===== config.mk =====
export PLATFORM = sky130hd
export DESIGN_NAME = bpu_pht_bimodal
export DESIGN_NICKNAME = d
export VERILOG_FILES = /design/src/rtl/bpu_pht_bimodal.sv
export SDC_FILE = /design/constraint.sdc
export NUM_CORES = 1
export LEC_CHECK = 0
export ABC_AREA = 1
export ABC_CLOCK_PERIOD_IN_PS = 3780
export BUFFER_PORTS_ARGS = -buffer_cell sky130_fd_sc_hd__buf_2
export CAP_MARGIN = 30
export CORE_AREA = 5 5 118 143
export CTS_CLUSTER_DIAMETER = 100
export DETAILED_ROUTE_END_ITERATION = 12
export DIE_AREA = 0 0 123 148
export PLACE_DENSITY = 0.75
export REMOVE_ABC_BUFFERS = 1
export SYNTH_ARGS = -nofsm -noshare
export SYNTH_HDL_FRONTEND = slang
export SYNTH_SLANG_ARGS = --single-unit

===== constraint.sdc =====
create_clock -name clk -period 3.78 [get_ports clk]
set_clock_uncertainty 0.05 [all_clocks]
set_input_delay 0.756 -clock clk [delete_from_list [all_inputs] [get_ports clk]]
set_output_delay 0.756 -clock clk [all_outputs]
set_load 0.01 [all_outputs]

===== src/rtl/bpu_pht_bimodal.sv =====
// Bimodal pattern history table: 2^INDEX_W two-bit saturating counters with
// registered lookup, single-cycle train RMW and a reset-time init sweep.
// Optional statistics counters are built when BPU_PHT_STATS_EN is defined.
module bpu_pht_bimodal #(
  parameter int         INDEX_W    = 6,
  parameter logic [1:0] INIT_STATE = 2'b01
) (
  input  logic               clk,
  input  logic               rst_n,
  output logic               pred_ready,
  input  logic               pred_valid,
  input  logic [INDEX_W-1:0] pred_idx,
  output logic               pred_resp_valid,
  output logic               pred_taken,
  output logic [1:0]         pred_state,
  input  logic               train_valid,
  input  logic [INDEX_W-1:0] train_idx,
  input  logic               train_taken,
  output logic               init_done
`ifdef BPU_PHT_STATS_EN
  ,
  output logic [15:0]        stat_train_cnt,
  output logic [15:0]        stat_flip_cnt
`endif
);

  localparam int DEPTH = 1 << INDEX_W;

  typedef enum logic {S_INIT, S_RUN} state_t;

  // Handshake: a lookup is taken on any posedge where pred_valid && pred_ready;
  // its response appears one cycle later with pred_resp_valid high for exactly
  // one cycle. Trains have no back-pressure and are dropped outside RUN.
  state_t             state;
  logic [INDEX_W-1:0] sweep_idx;
  logic [1:0]         pht [DEPTH];

  logic               train_en;
  logic               lookup_en;
  logic [1:0]         train_cur;
  logic [1:0]         train_next;
  logic [1:0]         lookup_val;
  logic               wr_en;
  logic [INDEX_W-1:0] wr_idx;
  logic [1:0]         wr_data;

  always_comb begin
    train_en  = train_valid && (state == S_RUN);
    lookup_en = pred_valid && pred_ready;
    train_cur = pht[train_idx];
    if (train_taken) train_next = (train_cur == 2'b11) ? 2'b11 : train_cur + 2'd1;
    else             train_next = (train_cur == 2'b00) ? 2'b00 : train_cur - 2'd1;
    // Write-first: a same-index train in the same cycle is visible to the lookup.
    lookup_val = (train_en && (train_idx == pred_idx)) ? train_next : pht[pred_idx];
    if (state == S_INIT) begin
      wr_en   = 1'b1;
      wr_idx  = sweep_idx;
      wr_data = INIT_STATE;
    end else begin
      wr_en   = train_en;
      wr_idx  = train_idx;
      wr_data = train_next;
    end
  end

  always_ff @(posedge clk) begin
    if (rst_n && wr_en) pht[wr_idx] <= wr_data;
  end

  always_ff @(posedge clk) begin
    if (!rst_n) begin
      state           <= S_INIT;
      sweep_idx       <= '0;
      pred_ready      <= 1'b0;
      init_done       <= 1'b0;
      pred_resp_valid <= 1'b0;
      pred_taken      <= 1'b0;
      pred_state      <= 2'b00;
    end else begin
      case (state)
        S_INIT: begin
          sweep_idx <= sweep_idx + 1'b1;
          if (sweep_idx == INDEX_W'(DEPTH - 1)) begin
            state      <= S_RUN;
            pred_ready <= 1'b1;
            init_done  <= 1'b1;
          end
        end
        default: begin
          state <= S_RUN;
        end
      endcase
      pred_resp_valid <= lookup_en;
      if (lookup_en) begin
        pred_state <= lookup_val;
        pred_taken <= lookup_val[1];
      end
    end
  end

`ifdef BPU_PHT_STATS_EN
  // A flip is any update that moves the counter across the WNT/WT boundary.
  always_ff @(posedge clk) begin
    if (!rst_n) begin
      stat_train_cnt <= '0;
      stat_flip_cnt  <= '0;
    end else if (train_en) begin
      if (stat_train_cnt != 16'hFFFF) stat_train_cnt <= stat_train_cnt + 16'd1;
      if ((train_cur[1] != train_next[1]) && (stat_flip_cnt != 16'hFFFF))
        stat_flip_cnt <= stat_flip_cnt + 16'd1;
    end
  end
`endif

endmodule


Yosys cells after proc, flatten, opt, wreduce, memory -nomap -nowiden:

Memories as Yosys holds them, arrays and structs flattened.
Index checks and enable logic that the tools add are counted.

* bits in registers: 12
* RAM bits: 128
* input bits: 17
* output and inout bits: 6
* logic and storage cells: 31
* memories kept: 1

Memories
* pht: words 64, width 2, read ports 2, clocked after Yosys merged registers in 0, wr ports 1, line 36 `logic [1:0] pht [DEPTH];`

* $add $sub $neg: 3
* equality and inequality tests: 3
* multiplexer cells: 11
* bitwise gates (word level): 1
* reduce and logical (&&, ||, !) cells: 6

Operator list (count)
* 2-to-1 mux 2 bit: 5
* adder 6 x 1 -> 6 bit, second input constant: 1
* equality test 6 bit: 1
* equality test 6 bit, second input constant: 1
* 2-to-1 mux 6 bit: 1
* 2-to-1 mux 1 bit: 5
* logical AND 1 bit: 4
* adder 2 x 1 -> 2 bit, second input constant: 1
* equality test 2 bit, second input constant: 1
* zero test 2 bit: 1
* AND reduction 2 bit: 1
* subtractor 2 x 1 -> 2 bit, second input constant: 1
* NOT 1 bit: 1

Depth between registers and ports, before layout:

Gate-level depths: netlist (run 1).

* depth in word-level cells: 5
* gate-level depth with buffers: 17

Least setup slack after synthesis (run 1):

No wires, ideal clock.

* path type: input to register
* start point: input train_idx[1]
* end point: memory pht[0][1], data pin
* arrival time: 3.250 ns
* setup slack: -0.020 ns
* stages: 14
* path buffers: 2
* path through: buf_2 > inv_2 > buf_2 > nand3_1 > nand3_1 > nand2_1 > nand2_1 > nand3_1 > nand3_1 > nand2_1 > nand2_1 > nand2_1 > nand2_1 > nor2_1

* word-level cells in the longest chain between the ends: 5
* elaborated cells between the ends (all ways): 9

RTL lines
* start: declaration: line 17 `input logic [INDEX_W-1:0] train_idx,`
* memory (64 x 2 bit) *
* subtractor 2 x 1 -> 2 bit, or another cell as far along: line 52 `else train_next = (train_cur == 2'b00) ? 2'b00 : train_cur - 2'd1;`
* 2-to-1 mux 2 bit, on equally long branches: line 52, 51
* 2-to-1 mux 2 bit *: line 51 `if (train_taken) train_next = (train_cur == 2'b11) ? 2'b11 : train_cur + 2'd1;`
* 2-to-1 mux 2 bit *: line 55 `if (state == S_INIT) begin`
* via wr_data[1]: line 45 `logic [1:0] wr_data;`
* end: declaration: line 36

The timed path passes the listed nets; every way through them passes the cells marked *.

Worst setup path in the final report (run 1):

* start point: register state
* end point: memory pht[34][1] (enable)

* word-level cells in the longest chain between the ends: 5
* elaborated cells between the ends (all ways): 6

RTL lines
* start: declaration: line 34 `state_t state;`
* start signal: assignment: line 72 `state <= S_INIT;`
* start signal: assignment: line 84 `state <= S_RUN;`
* start signal: assignment: line 90 `state <= S_RUN;`
* logical AND 1 bit: line 48 `train_en = train_valid && (state == S_RUN);`
* 2-to-1 mux 1 bit: line 55
* logical AND 1 bit: line 67 `if (rst_n && wr_en) pht[wr_idx] <= wr_data;`
* 2-to-1 mux 1 bit: line 67
* 2-to-1 mux 1 bit (not written as such): line 67

Parallel ways exist; a longest one is shown, timed or not.

==> flow_results.xml, run 1 <==
<?xml version="1.0" encoding="UTF-8"?>
<metrics>
  <group name="run_status">
    <metric name="status" unit="">finished, final reports clean</metric>
  </group>
  <group name="detailed_routing">
    <metric name="drc_viols" unit="">0</metric>
    <metric name="drtAntennaViolNets" unit="">0</metric>
    <metric name="routed_wirelength" unit="mm">21.5</metric>
    <metric name="routedWlPerCell" unit="um">19.1</metric>
    <metric name="route.detailed.vias_per_inst" unit="">5.94</metric>
    <metric name="drt_first_iter_violations" unit="">900</metric>
    <metric name="num_vias" unit="">6699</metric>
    <metric name="dr.pass1.iters" unit="">6</metric>
  </group>
  <group name="synthesis">
    <metric name="synthDominantAreaCellType" unit="">sky130_fd_sc_hd__edfxtp_1</metric>
    <metric name="yosysWarningCount" unit="">0</metric>
    <metric name="netlist-cell-type-count" unit="">29</metric>
    <metric name="ys_seq_elements" unit="">139</metric>
    <metric name="synth-seq-area-share" unit="%">54.3</metric>
    <metric name="fraction_of_synthesis_flops_using_an_asynchronous_set_or_reset_pin" unit="%">0</metric>
    <metric name="post_synth.cell_area_avg" unit="um^2">8.32</metric>
    <metric name="synth_flop_cell" unit="">sky130_fd_sc_hd__edfxtp_1</metric>
    <metric name="post_synth_instance_area" unit="um^2">7490</metric>
    <metric name="syn_inst" unit="">900</metric>
    <metric name="synth-edff-count" unit="">128</metric>
    <metric name="netlist_top_cells_area" unit="">sky130_fd_sc_hd__edfxtp_1 (51%), sky130_fd_sc_hd__nand2_1 (15%), sky130_fd_sc_hd__nand3_1 (14%)</metric>
    <metric name="synth_largest_type_area_fraction" unit="%">51.3</metric>
  </group>
  <group name="timing">
    <metric name="tightest_slew" unit="ps">759</metric>
    <metric name="finalHoldViolations" unit="">0</metric>
    <metric name="post-route-min-period" unit="ps">2750</metric>
    <metric name="drv_slew" unit="">0</metric>
    <metric name="timing_limited_maximum_frequency" unit="MHz">364</metric>
    <metric name="grt_setup_unrepaired" unit="">no</metric>
    <metric name="postLayoutSetupSlackWorst" unit="ps">1030</metric>
    <metric name="setup_violations" unit="">0</metric>
    <metric name="worst_slew_margin_rel" unit="%">49.4</metric>
    <metric name="finalCritPeriodShare" unit="%">72.8</metric>
    <metric name="worst_hold_slack" unit="ps">430</metric>
  </group>
  <group name="floorplan">
    <metric name="starting_utilization_of_the_core_area" unit="%">48.8</metric>
    <metric name="placeableCoreArea" unit="um^2">15300</metric>
    <metric name="std_cell_rows" unit="">50</metric>
    <metric name="die_height" unit="um">148</metric>
    <metric name="die-area" unit="um^2">18200</metric>
    <metric name="die-width" unit="um">123</metric>
    <metric name="io_pins" unit="">23</metric>
  </group>
  <group name="cts">
    <metric name="tritoncts" unit="">built</metric>
    <metric name="cts.reportedPaths.clkPinSlew" unit="ps">60</metric>
    <metric name="clockBufferDepth" unit="">2</metric>
    <metric name="cts.root.buffer_cell" unit="">sky130_fd_sc_hd__clkbuf_16</metric>
    <metric name="cts_buffers" unit="">17</metric>
    <metric name="clock_sinks" unit="">139</metric>
    <metric name="htree_num_levels" unit="">4</metric>
    <metric name="cts.repair_timing.setup_buffer_count" unit="">0</metric>
    <metric name="cts-hold-fix-buffers" unit="">0</metric>
    <metric name="clk_latency" unit="ps">420</metric>
    <metric name="ctsResizeCount" unit="">0</metric>
  </group>
  <group name="min_path">
    <metric name="timing.hold.worst.start" unit="">pred_taken</metric>
    <metric name="min_to" unit="">pred_taken</metric>
    <metric name="timing.hold.worst_path_depth" unit="">2</metric>
    <metric name="holdCritPathClass" unit="">flip-flop to flip-flop</metric>
  </group>
  <group name="setup_path">
    <metric name="rrSetupSlack" unit="ps">1030</metric>
    <metric name="crit_path_max_delay_family" unit="">simple AND/OR/NAND/NOR gates</metric>
    <metric name="worstReg2RegEnd" unit="">pht[34][1]</metric>
    <metric name="worstRegToRegCells" unit="">5</metric>
    <metric name="critPathCaptureType" unit="">flip-flop</metric>
    <metric name="most_frequent_cell_on_critical_path" unit="">sky130_fd_sc_hd__nor2_1</metric>
    <metric name="worst-endpoint-arrival" unit="ps">2800</metric>
    <metric name="max_stage_delay" unit="ps">590</metric>
    <metric name="critPathMaxFanout" unit="">18</metric>
    <metric name="path_class" unit="">flip-flop to flip-flop</metric>
    <metric name="timing.critical_path.depth" unit="">5</metric>
    <metric name="cp_cell_sequence" unit="">inv_1 &gt; nor2_1 &gt; nor2_2 &gt; nand3_1 &gt; nor2_1</metric>
    <metric name="critical_path.reg2reg.startpoint" unit="">state</metric>
    <metric name="required" unit="ps">3830</metric>
    <metric name="timing.critical_path.buf_inv" unit="">1</metric>
    <metric name="timing.critical_path.from_type" unit="">flip-flop</metric>
    <metric name="worst_path_max_delay_cell" unit="">sky130_fd_sc_hd__nand3_1</metric>
  </group>
  <group name="pwr">
    <metric name="report.power.total" unit="mW">3.58</metric>
    <metric name="pwr_density_cell" unit="nW/um^2">432</metric>
    <metric name="vdd_drop_max" unit="mV">0.377</metric>
    <metric name="p_leak" unit="nW">3.19</metric>
  </group>
  <group name="final_layout">
    <metric name="areaGrowthSynthToFinish" unit="%">10.8</metric>
    <metric name="layout.cells.most_common_list" unit="">sky130_fd_sc_hd__nand2_1 (299), sky130_fd_sc_hd__nand3_1 (208), sky130_fd_sc_hd__edfxtp_1 (128), sky130_fd_sc_hd__nor2_1 (87), sky130_fd_sc_hd__buf_2 (22)</metric>
    <metric name="final_common_cell" unit="">sky130_fd_sc_hd__nand2_1</metric>
    <metric name="layout-drive-gt1-share" unit="%">9.68</metric>
    <metric name="insertedDiodeCount" unit="">0</metric>
    <metric name="fillerInstances" unit="">1360</metric>
    <metric name="multi_input_area" unit="um^2">2980</metric>
    <metric name="layout.nets" unit="">924</metric>
    <metric name="post-route-util" unit="%">54.1</metric>
    <metric name="layout.area.seq" unit="um^2">4060</metric>
  </group>
  <group name="global_routing">
    <metric name="grt_antenna_before_repair" unit="">0</metric>
    <metric name="grt.overflow.total" unit="">0</metric>
    <metric name="grt_max_degree" unit="">70</metric>
    <metric name="global_route_wire_length_before_repair" unit="mm">33.8</metric>
    <metric name="grt_util_all_layers" unit="%">24.5</metric>
    <metric name="vias_in_the_first_global_route" unit="">6330</metric>
  </group>
  <group name="placement">
    <metric name="placement.setup.worst_slack" unit="ps">746</metric>
    <metric name="dp_hpwl" unit="mm">13.5</metric>
    <metric name="placement.io_buffers" unit="">22</metric>
    <metric name="final_weighted_congestion_of_routability_driven_global_placement" unit="">0.881</metric>
  </group>
  <group name="run">
    <metric name="timing.max_cap.violations" unit="">0</metric>
  </group>
</metrics>
registers in the layout (all words and copies together), names as in the netlist:
register and cells:
pht 128, sweep_idx 6, state 1, init_done 1, pred_resp_valid 1, pred_state 1
pred_taken 1
worst min-delay path, stage by stage, from the launching register on:
cell and delay [ps]:
sky130_fd_sc_hd__dfxtp_1 320, sky130_fd_sc_hd__nand2_1 60, sky130_fd_sc_hd__a21oi_1 50
area by class of cell:
cell class / count / area share [%]
flip-flops and latches: 139 / 49.0
multi-input cells: 675 / 35.9
clock buffers: 17 / 5.13
repair buffers: 42 / 3.74
well taps: 208 / 3.14
clock inverters: 15 / 1.63
inverters: 31 / 1.40
synthesized netlist by cell type, types with 4 or more instances:
library cell,count
sky130_fd_sc_hd__edfxtp_1,128
sky130_fd_sc_hd__a21oi_1,16
sky130_fd_sc_hd__nor4_1,6
sky130_fd_sc_hd__inv_1,20
sky130_fd_sc_hd__nand3_2,4
sky130_fd_sc_hd__o21ai_1,5
sky130_fd_sc_hd__nor2_1,88
sky130_fd_sc_hd__nand2_1,299
sky130_fd_sc_hd__buf_4,9
sky130_fd_sc_hd__nand3_1,209
sky130_fd_sc_hd__inv_2,8
sky130_fd_sc_hd__buf_2,36
sky130_fd_sc_hd__nor3_1,5
sky130_fd_sc_hd__o21ai_0,20
sky130_fd_sc_hd__buf_6,7
sky130_fd_sc_hd__o22ai_1,10
sky130_fd_sc_hd__dfxtp_1,11
report_power, final:
| part | switching [mW] | leakage, nW | internal, mW |
|---|---|---|---|
| Sequential | 0.00403 | 1.31 | 1.66 |
| Clock | 0.675 | 0.267 | 0.913 |
| Combinational | 0.235 | 1.61 | 0.0948 |
layer usage:
layer	track usage, %	routed length (um)
met4	13.7	1030
met2	39.8	10500
met3	4.13	2160
met1	31.0	7820
met5	0	0
logic make-up (layout without fill, tap and decap cells):
logic type / after synthesis / count (layout) / synth area share [%]
AND/OR/NAND/NOR: 619 / 619 / 35.5
flip-flops: 139 / 139 / 54.3
buffers and inverters: 86 / 105 / 6.07
AO/OA/AOI/OAI: 54 / 54 / 3.91
adder cells (fa/ha/maj): 1 / 1 / 0.167
XOR/XNOR: 1 / 1 / 0.117
through the flow:
stage / cell area (um^2) / std cells / TNS (ps)
final: 8290 / 1127 / 0
after global routing: 8290 / 1127 / 0
after CTS: 8290 / 1127 / 0
after detailed placement: 7730 / 1095 / 0
after global placement: 7730 / 1095 / 0
after floorplan: 7150 / 845 / -18580
worst max-delay path by stage:
stage          slack [ps]    startpoint         end
6_report             1030         state  pht[34][1]
2_1_floorplan        -290  train_idx[0]   pht[0][1]
3_3_place_gp          770  train_idx[0]  pht[29][0]
4_1_cts              1160         state  pht[35][1]
3_5_place_dp          750  train_idx[0]  pht[29][0]
5_1_grt               940         state  pht[18][1]
Power figures use the tool's default switching activity.
==> inputs of run 2 (changes only) <==
- ABC_AREA: 1 -> 0
- ABC_CLOCK_PERIOD_IN_PS: 3780 -> 2500
- CORE_AREA: 5 5 118 143 -> 5 5 116 140
- DIE_AREA: 0 0 123 148 -> 0 0 121 145
- clock period: 3.78 -> 2.5 ns (I/O delays scaled with it)
==> flow_results.xml, run 2 <==
<?xml version="1.0" encoding="UTF-8"?>
<metrics>
  <group name="cts">
    <metric name="cts.root.buffer_cell" unit="">sky130_fd_sc_hd__clkbuf_16</metric>
    <metric name="clockBufferDepth" unit="">2</metric>
    <metric name="tritoncts" unit="">built</metric>
    <metric name="cts_buffers" unit="">17</metric>
    <metric name="htree_num_levels" unit="">4</metric>
    <metric name="cts.reportedPaths.clkPinSlew" unit="ps">60</metric>
    <metric name="clock_sinks" unit="">139</metric>
    <metric name="clk_latency" unit="ps">420</metric>
  </group>
  <group name="timing">
    <metric name="setup_violations" unit="">129</metric>
    <metric name="grt_setup_unrepaired" unit="">yes</metric>
    <metric name="post-route-min-period" unit="ps">2680</metric>
    <metric name="tightest_slew" unit="ps">673</metric>
    <metric name="finalHoldViolations" unit="">0</metric>
    <metric name="postLayoutSetupSlackWorst" unit="ps">-185</metric>
    <metric name="timing_limited_maximum_frequency" unit="MHz">372</metric>
    <metric name="worst_slew_margin_rel" unit="%">55.0</metric>
    <metric name="drv_slew" unit="">0</metric>
    <metric name="finalCritPeriodShare" unit="%">107</metric>
  </group>
  <group name="final_layout">
    <metric name="layout.cells.most_common_list" unit="">sky130_fd_sc_hd__edfxtp_1 (128), sky130_fd_sc_hd__nor2_1 (72), sky130_fd_sc_hd__mux4_2 (65), sky130_fd_sc_hd__buf_4 (59), sky130_fd_sc_hd__nand2_1 (36)</metric>
    <metric name="insertedDiodeCount" unit="">0</metric>
    <metric name="largest_reg_flops" unit="">128</metric>
    <metric name="stdcell_count" unit="">787</metric>
    <metric name="layout.nets" unit="">588</metric>
    <metric name="regMostFlops" unit="">pht</metric>
    <metric name="layout_top_registers" unit="">pht (128), sweep_idx (6)</metric>
    <metric name="fin_area" unit="um^2">8830</metric>
    <metric name="final_common_cell" unit="">sky130_fd_sc_hd__edfxtp_1</metric>
    <metric name="layout-drive-gt1-share" unit="%">36.5</metric>
    <metric name="fillerInstances" unit="">1068</metric>
    <metric name="areaGrowthSynthToFinish" unit="%">23.1</metric>
  </group>
  <group name="setup_path">
    <metric name="crit_path_max_delay_family" unit="">multiplexers</metric>
    <metric name="path_class" unit="">flip-flop to flip-flop</metric>
    <metric name="cp_cell_sequence" unit="">mux4_2 &gt; mux2i_1 &gt; mux2i_1 &gt; a211oi_2 &gt; nand3_1 &gt; maj3_2 &gt; nand2b_4 &gt; buf_12 &gt; buf_16</metric>
    <metric name="rrSetupSlack" unit="ps">-180</metric>
    <metric name="critPathMaxFanout" unit="">18</metric>
    <metric name="max_stage_delay" unit="ps">470</metric>
    <metric name="worst-endpoint-arrival" unit="ps">2800</metric>
    <metric name="timing.critical_path.buf_inv" unit="">2</metric>
    <metric name="required" unit="ps">2620</metric>
    <metric name="worst_path_max_delay_cell" unit="">sky130_fd_sc_hd__mux4_2</metric>
    <metric name="most_frequent_cell_on_critical_path" unit="">sky130_fd_sc_hd__mux2i_1</metric>
    <metric name="timing.critical_path.from_type" unit="">flip-flop</metric>
    <metric name="critPathCaptureType" unit="">flip-flop</metric>
  </group>
  <group name="synthesis">
    <metric name="yosys.cell_count.top_type" unit="">sky130_fd_sc_hd__edfxtp_1</metric>
    <metric name="synthDominantAreaCellType" unit="">sky130_fd_sc_hd__edfxtp_1</metric>
    <metric name="netlist_top_cells_area" unit="">sky130_fd_sc_hd__edfxtp_1 (54%), sky130_fd_sc_hd__mux4_2 (20%), sky130_fd_sc_hd__nor2_1 (3.8%)</metric>
    <metric name="post_synth.cell_area_avg" unit="um^2">14.7</metric>
    <metric name="post_synth_most_frequent_cells" unit="">sky130_fd_sc_hd__edfxtp_1 (128), sky130_fd_sc_hd__nor2_1 (72), sky130_fd_sc_hd__mux4_2 (65), sky130_fd_sc_hd__nand2_1 (36), sky130_fd_sc_hd__mux2i_1 (23)</metric>
    <metric name="synth-edff-count" unit="">128</metric>
    <metric name="syn_inst" unit="">489</metric>
    <metric name="post_synth_instance_area" unit="um^2">7170</metric>
    <metric name="synth_flop_cell" unit="">sky130_fd_sc_hd__edfxtp_1</metric>
    <metric name="synth-seq-area-share" unit="%">56.7</metric>
    <metric name="synth_largest_type_area_fraction" unit="%">53.6</metric>
    <metric name="ys_seq_elements" unit="">139</metric>
    <metric name="yosysWarningCount" unit="">0</metric>
    <metric name="netlist-cell-type-count" unit="">52</metric>
    <metric name="fraction_of_synthesis_flops_using_an_asynchronous_set_or_reset_pin" unit="%">0</metric>
  </group>
  <group name="floorplan">
    <metric name="placeableCoreArea" unit="um^2">14800</metric>
    <metric name="starting_utilization_of_the_core_area" unit="%">48.5</metric>
    <metric name="std_cell_rows" unit="">49</metric>
    <metric name="die-width" unit="um">121</metric>
    <metric name="die_height" unit="um">145</metric>
    <metric name="io_pins" unit="">23</metric>
    <metric name="die-area" unit="um^2">17500</metric>
  </group>
  <group name="global_routing">
    <metric name="grt.overflow.total" unit="">0</metric>
    <metric name="vias_in_the_first_global_route" unit="">5265</metric>
    <metric name="global_route_wire_length_before_repair" unit="mm">31.3</metric>
    <metric name="grt_max_degree" unit="">41</metric>
    <metric name="grt_antenna_before_repair" unit="">0</metric>
    <metric name="grt_util_all_layers" unit="%">24.2</metric>
  </group>
  <group name="placement">
    <metric name="dp_hpwl" unit="mm">13.7</metric>
    <metric name="place_inst" unit="">747</metric>
    <metric name="final_weighted_congestion_of_routability_driven_global_placement" unit="">0.911</metric>
    <metric name="placement.io_buffers" unit="">22</metric>
    <metric name="place_area" unit="um^2">7980</metric>
  </group>
  <group name="detailed_routing">
    <metric name="routedWlPerCell" unit="um">26.2</metric>
    <metric name="route.detailed.vias_per_inst" unit="">6.42</metric>
    <metric name="num_vias" unit="">5050</metric>
    <metric name="dr.pass1.iters" unit="">5</metric>
    <metric name="drt_first_iter_violations" unit="">593</metric>
    <metric name="drc_viols" unit="">0</metric>
    <metric name="drtAntennaViolNets" unit="">0</metric>
    <metric name="routed_wirelength" unit="mm">20.6</metric>
  </group>
  <group name="pwr">
    <metric name="vdd_drop_max" unit="mV">0.486</metric>
    <metric name="p_leak" unit="nW">3.11</metric>
    <metric name="pwr_density_cell" unit="nW/um^2">634</metric>
  </group>
  <group name="run_status">
    <metric name="failed_checks" unit="">setup timing</metric>
    <metric name="status" unit="">finished with violations</metric>
  </group>
  <group name="min_path">
    <metric name="holdCritPathClass" unit="">primary input to flip-flop</metric>
  </group>
  <group name="run">
    <metric name="timing.max_cap.violations" unit="">0</metric>
  </group>
</metrics>
==> run 2: cell count changes after synthesis, sizes merged, moves of 12 or more <==
cell / before / now
inv: 28 / 4
mux2i: 0 / 23
nand2: 299 / 36
nor2: 89 / 72
o21ai: 26 / 7
nand3: 213 / 14
mux4: 0 / 65
buf: 53 / 22
a21oi: 17 / 5
==> run 2: final cells by class <==
type | instances | area, um^2 | area share (%)
well taps | 204 | 255 | 2.89
clock inverters | 15 | 189 | 2.14
clock buffers | 17 | 425 | 4.82
flip-flops and latches | 139 | 4070 | 46.0
multi-input cells | 312 | 3000 | 34.0
repair buffers | 96 | 882 | 9.99
inverters | 4 | 15.0 | 0.170
==> run 2: cells by family (layout without fill, tap and decap cells) <==
logic type      Yosys count  count (layout)  synth area share (%)
flops                   139             139                  56.7
xor+xnor                  9               9                  1.10
mux                      91              91                  24.1
fa+ha+maj                 3               3                 0.453
simple gates            162             162                  10.2
buf+inv                  38             132                  2.77
compound gates           47              47                  4.71
==> run 2: routing by layer <==
layer | wire [um] | part of all wire, % | up-vias | track usage [%]
met5 | 0 | 0 | - | 0
met4 | 1360 | 6.6 | 0 | 14.7
met3 | 1800 | 8.7 | 93 | 6.50
met2 | 10300 | 50 | 335 | 39.7
met1 | 7130 | 35 | 2528 | 28.1
li1 | - | - | 2094 | -
==> run 2: through the flow <==
stage | hold slack, ps | setup WS (ps) | util (%) | power, mW | setup TNS, ps
floorplan | 486 | -617 | - | 2.74 | -63550
global placement | 463 | -677 | 54.0 | 2.98 | -85710
detailed placement | 466 | -744 | 54.0 | 2.98 | -93560
CTS | 274 | -184 | 59.7 | 5.59 | -18450
global route | 293 | -208 | 59.8 | 5.73 | -22010
finish | 277 | -185 | 59.8 | 5.60 | -19130
==> run 2: worst register-to-register path: cells and delay by family (launching register included) <==
family / cells / cell delay [ps]
buffers and inverters: 2 / 310
flip-flops: 1 / 420
AO/OA/AOI/OAI: 1 / 230
AND/OR/NAND/NOR: 2 / 300
adder cells (fa/ha/maj): 1 / 320
multiplexers: 3 / 790
==> run 2: repair_timing <==
| item | CTS | global route |
|---|---|---|
| hold buffers | 0 | 0 |
| endpoints found under the setup margin | 130 | 198 |
| pin swaps | 3 | 2 |
| gates cloned | 3 | 0 |
| setup buffers | 6 | 0 |
| gates resized for setup | 20 | 4 |
==> run 2: worst paths after layout <==
check | depth (start not counted) | startpoint | to
worst max-delay path | 9 | pht[14][1] | pht[37][0]
worst min-delay path | 2 | pred_valid | pred_resp_valid
worst max register to register | 9 | pht[14][1] | pht[37][0]
worst min register to register | 1 | init_done | pred_resp_valid
==> run 2: report_power, final <==
| part | internal (mW) | switching [mW] | leakage (nW) |
|---|---|---|---|
| clock network | 1.59 | 1.04 | 0.289 |
| registers | 2.51 | 0.00952 | 1.39 |
| logic | 0.219 | 0.233 | 1.44 |
==> inputs of run 3 (changes only) <==
- CORE_AREA: 5 5 116 140 -> 5 5 126 128
- DIE_AREA: 0 0 121 145 -> 0 0 131 133
==> flow_results.xml, run 3 (synthesized netlist as in run 2, its figures left out) <==
<?xml version="1.0" encoding="UTF-8"?>
<metrics>
  <group name="run_status">
    <metric name="status" unit="">finished with violations</metric>
    <metric name="failed_checks" unit="">setup timing</metric>
  </group>
  <group name="global_routing">
    <metric name="global_route_wire_length_before_repair" unit="mm">30.0</metric>
    <metric name="vias_in_the_first_global_route" unit="">5028</metric>
    <metric name="grt_util_all_layers" unit="%">23.8</metric>
    <metric name="grt_antenna_before_repair" unit="">0</metric>
    <metric name="grt_max_degree" unit="">49</metric>
    <metric name="grt.overflow.total" unit="">0</metric>
  </group>
  <group name="cts">
    <metric name="clk_latency" unit="ps">420</metric>
    <metric name="tritoncts" unit="">built</metric>
    <metric name="clockBufferDepth" unit="">2</metric>
    <metric name="cts.reportedPaths.clkPinSlew" unit="ps">60</metric>
    <metric name="cts_buffers" unit="">17</metric>
    <metric name="cts.root.buffer_cell" unit="">sky130_fd_sc_hd__clkbuf_16</metric>
    <metric name="htree_num_levels" unit="">4</metric>
    <metric name="clock_sinks" unit="">139</metric>
  </group>
  <group name="detailed_routing">
    <metric name="dr.pass1.iters" unit="">7</metric>
    <metric name="drt_first_iter_violations" unit="">729</metric>
    <metric name="num_vias" unit="">4958</metric>
    <metric name="drc_viols" unit="">0</metric>
    <metric name="drtAntennaViolNets" unit="">0</metric>
    <metric name="routed_wirelength" unit="mm">20.2</metric>
    <metric name="routedWlPerCell" unit="um">26.2</metric>
    <metric name="route.detailed.vias_per_inst" unit="">6.45</metric>
  </group>
  <group name="setup_path">
    <metric name="path_class" unit="">flip-flop to flip-flop</metric>
    <metric name="required" unit="ps">2620</metric>
    <metric name="worst-endpoint-arrival" unit="ps">2920</metric>
    <metric name="critPathCaptureType" unit="">flip-flop</metric>
    <metric name="critPathMaxFanout" unit="">26</metric>
    <metric name="timing.critical_path.from_type" unit="">flip-flop</metric>
  </group>
  <group name="min_path">
    <metric name="holdCritPathClass" unit="">primary input to flip-flop</metric>
  </group>
  <group name="placement">
    <metric name="place_inst" unit="">725</metric>
    <metric name="dp_hpwl" unit="mm">14.0</metric>
    <metric name="placement.setup.worst_slack" unit="ps">-842</metric>
    <metric name="placement.io_buffers" unit="">22</metric>
    <metric name="final_weighted_congestion_of_routability_driven_global_placement" unit="">0.918</metric>
    <metric name="place_area" unit="um^2">7890</metric>
  </group>
  <group name="timing">
    <metric name="tightest_slew" unit="ps">688</metric>
    <metric name="setup_violations" unit="">130</metric>
    <metric name="postLayoutSetupSlackWorst" unit="ps">-307</metric>
    <metric name="worst_slew_margin_rel" unit="%">52.9</metric>
    <metric name="grt_setup_unrepaired" unit="">yes</metric>
    <metric name="finalHoldViolations" unit="">0</metric>
    <metric name="setup_tns_after_final_layout" unit="ps">-34910</metric>
    <metric name="worst_hold_slack" unit="ps">284</metric>
    <metric name="finalCritPeriodShare" unit="%">112</metric>
    <metric name="timing_limited_maximum_frequency" unit="MHz">356</metric>
    <metric name="drv_slew" unit="">0</metric>
    <metric name="post-route-min-period" unit="ps">2810</metric>
  </group>
  <group name="pwr">
    <metric name="report.power.total" unit="mW">5.51</metric>
    <metric name="p_leak" unit="nW">3.07</metric>
    <metric name="vdd_drop_max" unit="mV">0.497</metric>
    <metric name="pwr_density_cell" unit="nW/um^2">632</metric>
  </group>
  <group name="final_layout">
    <metric name="layout-drive-gt1-share" unit="%">34.9</metric>
    <metric name="largest_reg_flops" unit="">128</metric>
    <metric name="fin_area" unit="um^2">8720</metric>
    <metric name="stdcell_count" unit="">769</metric>
    <metric name="layout_top_registers" unit="">pht (128), sweep_idx (6)</metric>
    <metric name="layout.cells.most_common_list" unit="">sky130_fd_sc_hd__edfxtp_1 (128), sky130_fd_sc_hd__nor2_1 (72), sky130_fd_sc_hd__mux4_2 (65), sky130_fd_sc_hd__buf_4 (52), sky130_fd_sc_hd__nand2_1 (35)</metric>
    <metric name="insertedDiodeCount" unit="">0</metric>
    <metric name="areaGrowthSynthToFinish" unit="%">21.5</metric>
    <metric name="regMostFlops" unit="">pht</metric>
    <metric name="post-route-util" unit="%">59.1</metric>
    <metric name="layout.nets" unit="">586</metric>
    <metric name="final_common_cell" unit="">sky130_fd_sc_hd__edfxtp_1</metric>
  </group>
  <group name="floorplan">
    <metric name="die-width" unit="um">131</metric>
    <metric name="die_height" unit="um">133</metric>
    <metric name="starting_utilization_of_the_core_area" unit="%">48.6</metric>
    <metric name="die-area" unit="um^2">17400</metric>
    <metric name="placeableCoreArea" unit="um^2">14800</metric>
    <metric name="std_cell_rows" unit="">45</metric>
    <metric name="io_pins" unit="">23</metric>
  </group>
  <group name="run">
    <metric name="timing.max_cap.violations" unit="">0</metric>
  </group>
</metrics>
-- run 3: cell count changes in the layout (fill, tap and decap cells not counted), moves of 3 or more --
cell                        before  now
sky130_fd_sc_hd__clkinv_2        1    4
sky130_fd_sc_hd__buf_6           1    7
sky130_fd_sc_hd__clkbuf_16      17   21
sky130_fd_sc_hd__buf_4          59   52
sky130_fd_sc_hd__a211oi_1        1    4
sky130_fd_sc_hd__buf_12         12    8
sky130_fd_sc_hd__mux2i_2         0    3
sky130_fd_sc_hd__buf_16          3    0
sky130_fd_sc_hd__a211oi_2        4    1
-- run 3: per-layer routing --
| layer | global-route usage, % | wire [um] | up-vias |
|---|---|---|---|
| met4 | 10.6 | 909 | 0 |
| met1 | 31.1 | 7620 | 2480 |
| met5 | 0 | 0 | - |
| met3 | 7.23 | 1920 | 65 |
| met2 | 36.7 | 9730 | 319 |
| li1 | - | - | 2094 |
-- run 3: final cells by class --
class	instances	area [um^2]
Fill cell	1104	6030
Sequential cell	139	4060
Multi-Input combinational cell	312	2940
Timing Repair Buffer	94	865
Clock buffer	17	425
Tap cell	188	235
Clock inverter	15	171
Inverter	4	15.0
-- run 3: report_power, final --
part           switching [mW]  internal (mW)
clock                   0.985           1.57
combinational           0.224          0.217
sequential            0.00930           2.51
total                    1.22           4.29
-- run 3: worst paths after layout --
check / cells after the start / slack (ps) / start / to
min reg2reg: 1 / 480 / init_done / pred_resp_valid
max: 9 / -310 / pht[11][1] / pht[49][0]
max reg2reg: 9 / -310 / pht[11][1] / pht[49][0]
min: 2 / 280 / pred_valid / pred_resp_valid
-- run 3: timing repair --
| action | in CTS | in global routing |
|---|---|---|
| hold buffers | 0 | 0 |
| pin swaps | 3 | 3 |
| cloned | 0 | 7 |
| setup endpoints to repair | 130 | 130 |
| setup buffers | 4 | 3 |
| resized for setup | 10 | 8 |
-- run 3: critical path, stage by stage (launching register included) --
cell and delay (ps):
sky130_fd_sc_hd__edfxtp_1 410, sky130_fd_sc_hd__mux4_2 510, sky130_fd_sc_hd__mux2i_2 230, sky130_fd_sc_hd__mux2i_2 130, sky130_fd_sc_hd__a211oi_2 240, sky130_fd_sc_hd__nand3_1 140
sky130_fd_sc_hd__buf_4 160, sky130_fd_sc_hd__maj3_2 300, sky130_fd_sc_hd__nand2b_4 190, sky130_fd_sc_hd__buf_12 170
